### src/rtl/store_write_unit.sv
// Store write unit: lane-aligns store data, builds byte strobes and drives
// one or two word-aligned bus writes per store request.
module store_write_unit #(
    parameter int unsigned SPLIT_MISALIGNED = 1
) (
    input  logic        i_clk,
    input  logic        i_rst,
    input  logic        i_storeValid,
    output logic        o_storeReady,
    input  logic [31:0] i_addr,
    input  logic [31:0] i_writeData,
    input  logic [1:0]  i_memSize,
    output logic [31:0] o_memAddr,
    output logic [31:0] o_memWriteData,
    output logic [3:0]  o_byteEnable,
    output logic        o_memWrite,
    input  logic        i_memAck,
    output logic        o_storeDone,
    output logic        o_misalignErr
);

    typedef enum logic [2:0] {
        IDLE,
        WR1,
        WR2,
        DONE,
        ERR
    } state_t;

    state_t      state;
    state_t      state_next;
    logic [31:0] addr_q;
    logic [31:0] data_q;
    logic [1:0]  size_q;

    function automatic logic [3:0] base_mask(input logic [1:0] size);
        logic [3:0] m;
        case (size)
            2'b00:   m = 4'b1111;
            2'b01:   m = 4'b0011;
            default: m = 4'b0001;
        endcase
        return m;
    endfunction

    logic        accept;
    logic        in_split;
    logic [3:0]  base;
    logic [7:0]  mask8;
    logic [31:0] data_m;
    logic [63:0] data64;
    logic        split;
    logic [31:0] word_addr;

    assign accept = i_storeValid && (state == IDLE);

    // A request crosses a word when its last byte lands past lane 3.
    assign in_split = ((i_memSize == 2'b00) && (i_addr[1:0] != 2'b00))
                   || ((i_memSize == 2'b01) && (i_addr[1:0] == 2'b11));

    assign base   = base_mask(size_q);
    assign mask8  = {4'h0, base} << addr_q[1:0];
    assign data_m = data_q & {{8{base[3]}}, {8{base[2]}},
                              {8{base[1]}}, {8{base[0]}}};
    assign data64 = {32'h0, data_m} << {addr_q[1:0], 3'b000};
    assign split  = |mask8[7:4];
    assign word_addr = {addr_q[31:2], 2'b00};

    always_ff @(posedge i_clk or posedge i_rst) begin
        if (i_rst) begin
            state <= IDLE;
        end else begin
            state <= state_next;
        end
    end

    always_ff @(posedge i_clk or posedge i_rst) begin
        if (i_rst) begin
            addr_q <= 32'h0;
            data_q <= 32'h0;
            size_q <= 2'b00;
        end else if (accept) begin
            addr_q <= i_addr;
            data_q <= i_writeData;
            size_q <= i_memSize;
        end
    end

    always_comb begin
        state_next     = state;
        o_storeReady   = 1'b0;
        o_memWrite     = 1'b0;
        o_memAddr      = 32'h0;
        o_memWriteData = 32'h0;
        o_byteEnable   = 4'h0;
        o_storeDone    = 1'b0;
        o_misalignErr  = 1'b0;
        unique case (state)
            IDLE: begin
                o_storeReady = 1'b1;
                if (i_storeValid) begin
                    if (in_split && (SPLIT_MISALIGNED == 0)) begin
                        state_next = ERR;
                    end else begin
                        state_next = WR1;
                    end
                end
            end
            WR1: begin
                o_memWrite     = 1'b1;
                o_memAddr      = word_addr;
                o_byteEnable   = mask8[3:0];
                o_memWriteData = data64[31:0];
                if (i_memAck) begin
                    state_next = split ? WR2 : DONE;
                end
            end
            WR2: begin
                o_memWrite     = 1'b1;
                o_memAddr      = word_addr + 32'd4;
                o_byteEnable   = mask8[7:4];
                o_memWriteData = data64[63:32];
                if (i_memAck) begin
                    state_next = DONE;
                end
            end
            DONE: begin
                o_storeDone = 1'b1;
                state_next  = IDLE;
            end
            ERR: begin
                o_misalignErr = 1'b1;
                state_next    = IDLE;
            end
            default: state_next = IDLE;
        endcase
    end

endmodule

### config.mk
export PLATFORM = sky130hd
export DESIGN_NAME = store_write_unit
export DESIGN_NICKNAME = d
export VERILOG_FILES = /design/src/rtl/store_write_unit.sv
export SDC_FILE = /design/constraint.sdc
export NUM_CORES = 1
export LEC_CHECK = 0
export ABC_AREA = 1
export CELL_PAD_IN_SITES_DETAIL_PLACEMENT = 0
export CELL_PAD_IN_SITES_GLOBAL_PLACEMENT = 1
export CORE_UTILIZATION = 33
export DETAILED_ROUTE_END_ITERATION = 10
export GPL_ROUTABILITY_DRIVEN = 0
export PLACE_DENSITY = 0.88
export SYNTH_ARGS = -nofsm -noshare
export SYNTH_HDL_FRONTEND = slang
export SYNTH_SLANG_ARGS = --single-unit
export TNS_END_PERCENT = 50
### constraint.sdc
create_clock -name i_clk -period 2.8 [get_ports i_clk]
set_input_delay 0.56 -clock i_clk [delete_from_list [all_inputs] [get_ports i_clk]]
set_output_delay 0.56 -clock i_clk [all_outputs]
set_load 0.01 [all_outputs]
==> impl_results.md <==
- Status: finished clean
- Crit path launch type: register
- YS warnings: 0
- Synth top area share: 35.7%
- Distinct cells, synth: 30
- Async SR Flop Fraction: 100%
- Clk pwr share: around 14%
- Sequential share of the synthesized area: 35.7%
- Clk slew on worst S/H paths: 60 ps
- Hold Vio Cnt, Final: 0
- First-pass GRT wire length: 27100 um
- Number of flops mapped to enable cells by yosys: 0
- WL per Instance: 16.3 um
- # hold bufs at CTS: 0
- Post-route insts no fill: 1062
- Clk_lat worst skew: ~350 ps
- Synthesized flop and latch total: 68
- TritonCTS clock tree: built
- Iteration-0 DRC count of the detailed router: 360
- Power per cell area: 1110 nW/um2
- Gate Count Post-Synth: 716
- Net Sw Frac: 47.2%
- Comb power frac: 60.7%
- Pleak: 3.57 nW
- Vias in the first global route: 5183
- Worst r2r path cells: 7
- Die area: 14900 um2
- Synth area leaders: dfrtp_1 36%, nand2_1 14%, nor2_1 9.0%, a21oi_1 8.5%, o21ai_0 6.5%
- Final wirelength: 17300 um
- Synth Flop Type: dfrtp_1
- Initial antenna violation count: 0
- Max Fclk: 367 MHz
- GRT Overall Usage: a little under a quarter
- Ant. Diodes: 0
- Clk sinks: 68
- Worst slew pin tran: ~740 ps
- Layout Nets: 952
- Max IR drop VDD: about 0.38 mV
- Via Count: 5370
- Critical Path End Type: primary output
- Min Tclk post-route: around 2700 ps
- TritonCTS buffer count: 9
- NetSw: 3.69 mW
- R2R Path Start: state[0]
- Worst R2R Setup Slack: 1070 ps
- Number of H-tree levels: 3
- DP Cell Count: 1035
- Layout cells sized above 1: 14.9%
- Fin crit share: 97.3%
- Syn Area/Cell: 6.66 um2
- Initial Util: 34.1%
- Final setup viols: 0
- Setup TNS: 0 ps
- Max-slew violation count: 0
- Post-synthesis cell area: 4770 um2
- # DRC: 0
- Clock buffer depth: 2
- Max Cap Viol: 0
- Io pins: 142
- PortBufs: 138
- CORE AREA: 14000 um2
- Largest net degree at the start of global routing: 35
- Hold Path Sink: data_q[14]
- CTS root buffer: clkbuf_16
- Worst reg2reg endpoint: addr_q[0]
- Crit path DAT: about 2200 ps
- Global route overflow: 0
- Slew HR: roughly 50%
- Die H: around 120 um
- Vias per inst: 5.06
- Worst hold stages: 1
- Fin Clk Skew: 5.09 ps
- Hold_sp: data_q[14]
- RSZ-0062 raised after global routing: true
- Post-DRT Antenna Nets: 0
- Row count: 43
- Area leader, netlist: dfrtp_1
- Worst hold path class: reg2reg
- Die X: 122 um
- Setup CP Type: reg2out
- Sequential share of power: 24.9%
- Post-detail-place hpwl: about 12000 um
- Worst Path Required: 2240 ps
- Crit path max fanout: 5
- Int Power: 4.12 mW
- Area grow syn2layout: 47.7%
- First-pass DRT Iterations: 5
## final cells by class
cell class / count / area [um2]
flip-flops and latches: 68 / 1710
fillers: 1425 / 6950
multi-input cells: 546 / 2760
well taps: 180 / 225
clock inverters: 4 / 22.5
inverters: 70 / 263
clock buffers: 12 / 267
repair buffers: 182 / 1800
## worst max-delay path, cell delays in order (launching register included)
cell,delay [ps]
dfrtp_1,350
ha_2,200
nand2_2,80
nor2_4,160
nand2_4,100
nor2_4,190
buf_4,150
a21oi_1,60
o21ai_1,230
dlygate4sd2_1,300
## placed cells by master (no fill, tap or decap), types with 11 or more instances in the layout
cell             Yosys  routed
nor2_1             114     101
dfrtp_1             68      63
o21ai_0             62      53
mux2_2              24      24
a21oi_1             81      81
nand2_1            179     176
dlymetal6s2s_1       0      15
o22ai_1             11      11
nor2_2               4      13
inv_1               68      63
dlygate4sd2_1        0      50
clkdlybuf4s50_1      0      73
nand3_1             34      33
buf_4                5      34
## worst max-delay path by stage
stage	from	endpoint	slack, ps	cells past startpoint
global route	addr_q[0]	o_memWriteData[24]	-8	6
CTS	state[0]	o_byteEnable[0]	-160	8
detailed placement	state[0]	o_byteEnable[0]	-90	8
finish	addr_q[2]	o_memAddr[22]	80	9
global placement	state[0]	o_byteEnable[0]	-40	8
floorplan	i_rst	addr_q[0]	530	1
## repair_timing
| item | 4_1_cts | 5_1_grt |
|---|---|---|
| setup buffers | 6 | 3 |
| resized for setup | 77 | 41 |
| pin swaps | 5 | 2 |
| gates cloned | 1 | 1 |
| setup endpoints to repair | 63 | 24 |
## registers in the layout, summed over array words and instances, names as in the netlist
| signal | count |
|---|---|
| data_q | 32 |
| size_q | 2 |
| addr_q | 32 |
| state | 2 |
## per-layer routing
| metal | GRT usage, % | share of wire, % |
|---|---|---|
| met1 | 31.0 | 43 |
| met2 | 39.9 | 47 |
| met3 | 4.87 | 7.4 |
| met4 | 7.39 | 1.9 |
| met5 | 0 | 0 |
## cells by family (layout without fill, tap and decap cells)
family / Yosys count / after routing / synth area share (%)
adders and majority gates: 5 / 5 / 1.31
AOI/OAI and AO/OA: 165 / 165 / 18.0
and+or+nand+nor: 347 / 348 / 29.9
other: 1 / 3 / 0.0787
muxes: 25 / 25 / 5.88
DFF: 68 / 68 / 35.7
buffers and inverters: 105 / 268 / 9.13
## cell usage after synthesis (all sizes together) (8+ instances only)
master,number
nand4,8
clkbuf,17
nand2,181
dfrtp,68
mux2,24
nor2,121
inv,70
o22ai,11
o21ai,64
nand3,36
buf,18
a21oi,81
## metrics by stage
step / setup slack, ps / power [mW] / hold WS (ps) / area [um2] / utilization [%]
6_report: 76.4 / 7.82 / 509 / 7040 / 50.3
5_1_grt: -8.17 / 8.46 / 530 / 7040 / 50.3
4_1_cts: -159 / 7.67 / 511 / 6880 / 49.2
3_5_place_dp: -87.9 / 6.59 / 498 / 6530 / 46.7
3_3_place_gp: -40.1 / 6.56 / 493 / 6530 / 46.7
2_1_floorplan: 528 / 4.48 / 480 / 4770 / -
## power by group through the flow
stage                     Clock (mW)  Sequential, mW  Combinational, mW
after floorplan                    0            1.79               2.68
after global placement             0            1.93               4.63
after detailed placement           0            1.95               4.64
after CTS                       1.16            1.94               4.57
after global routing            1.20            2.02               5.25
final                           1.13            1.95               4.74
Note: power is estimated with default switching activity, not from simulation.
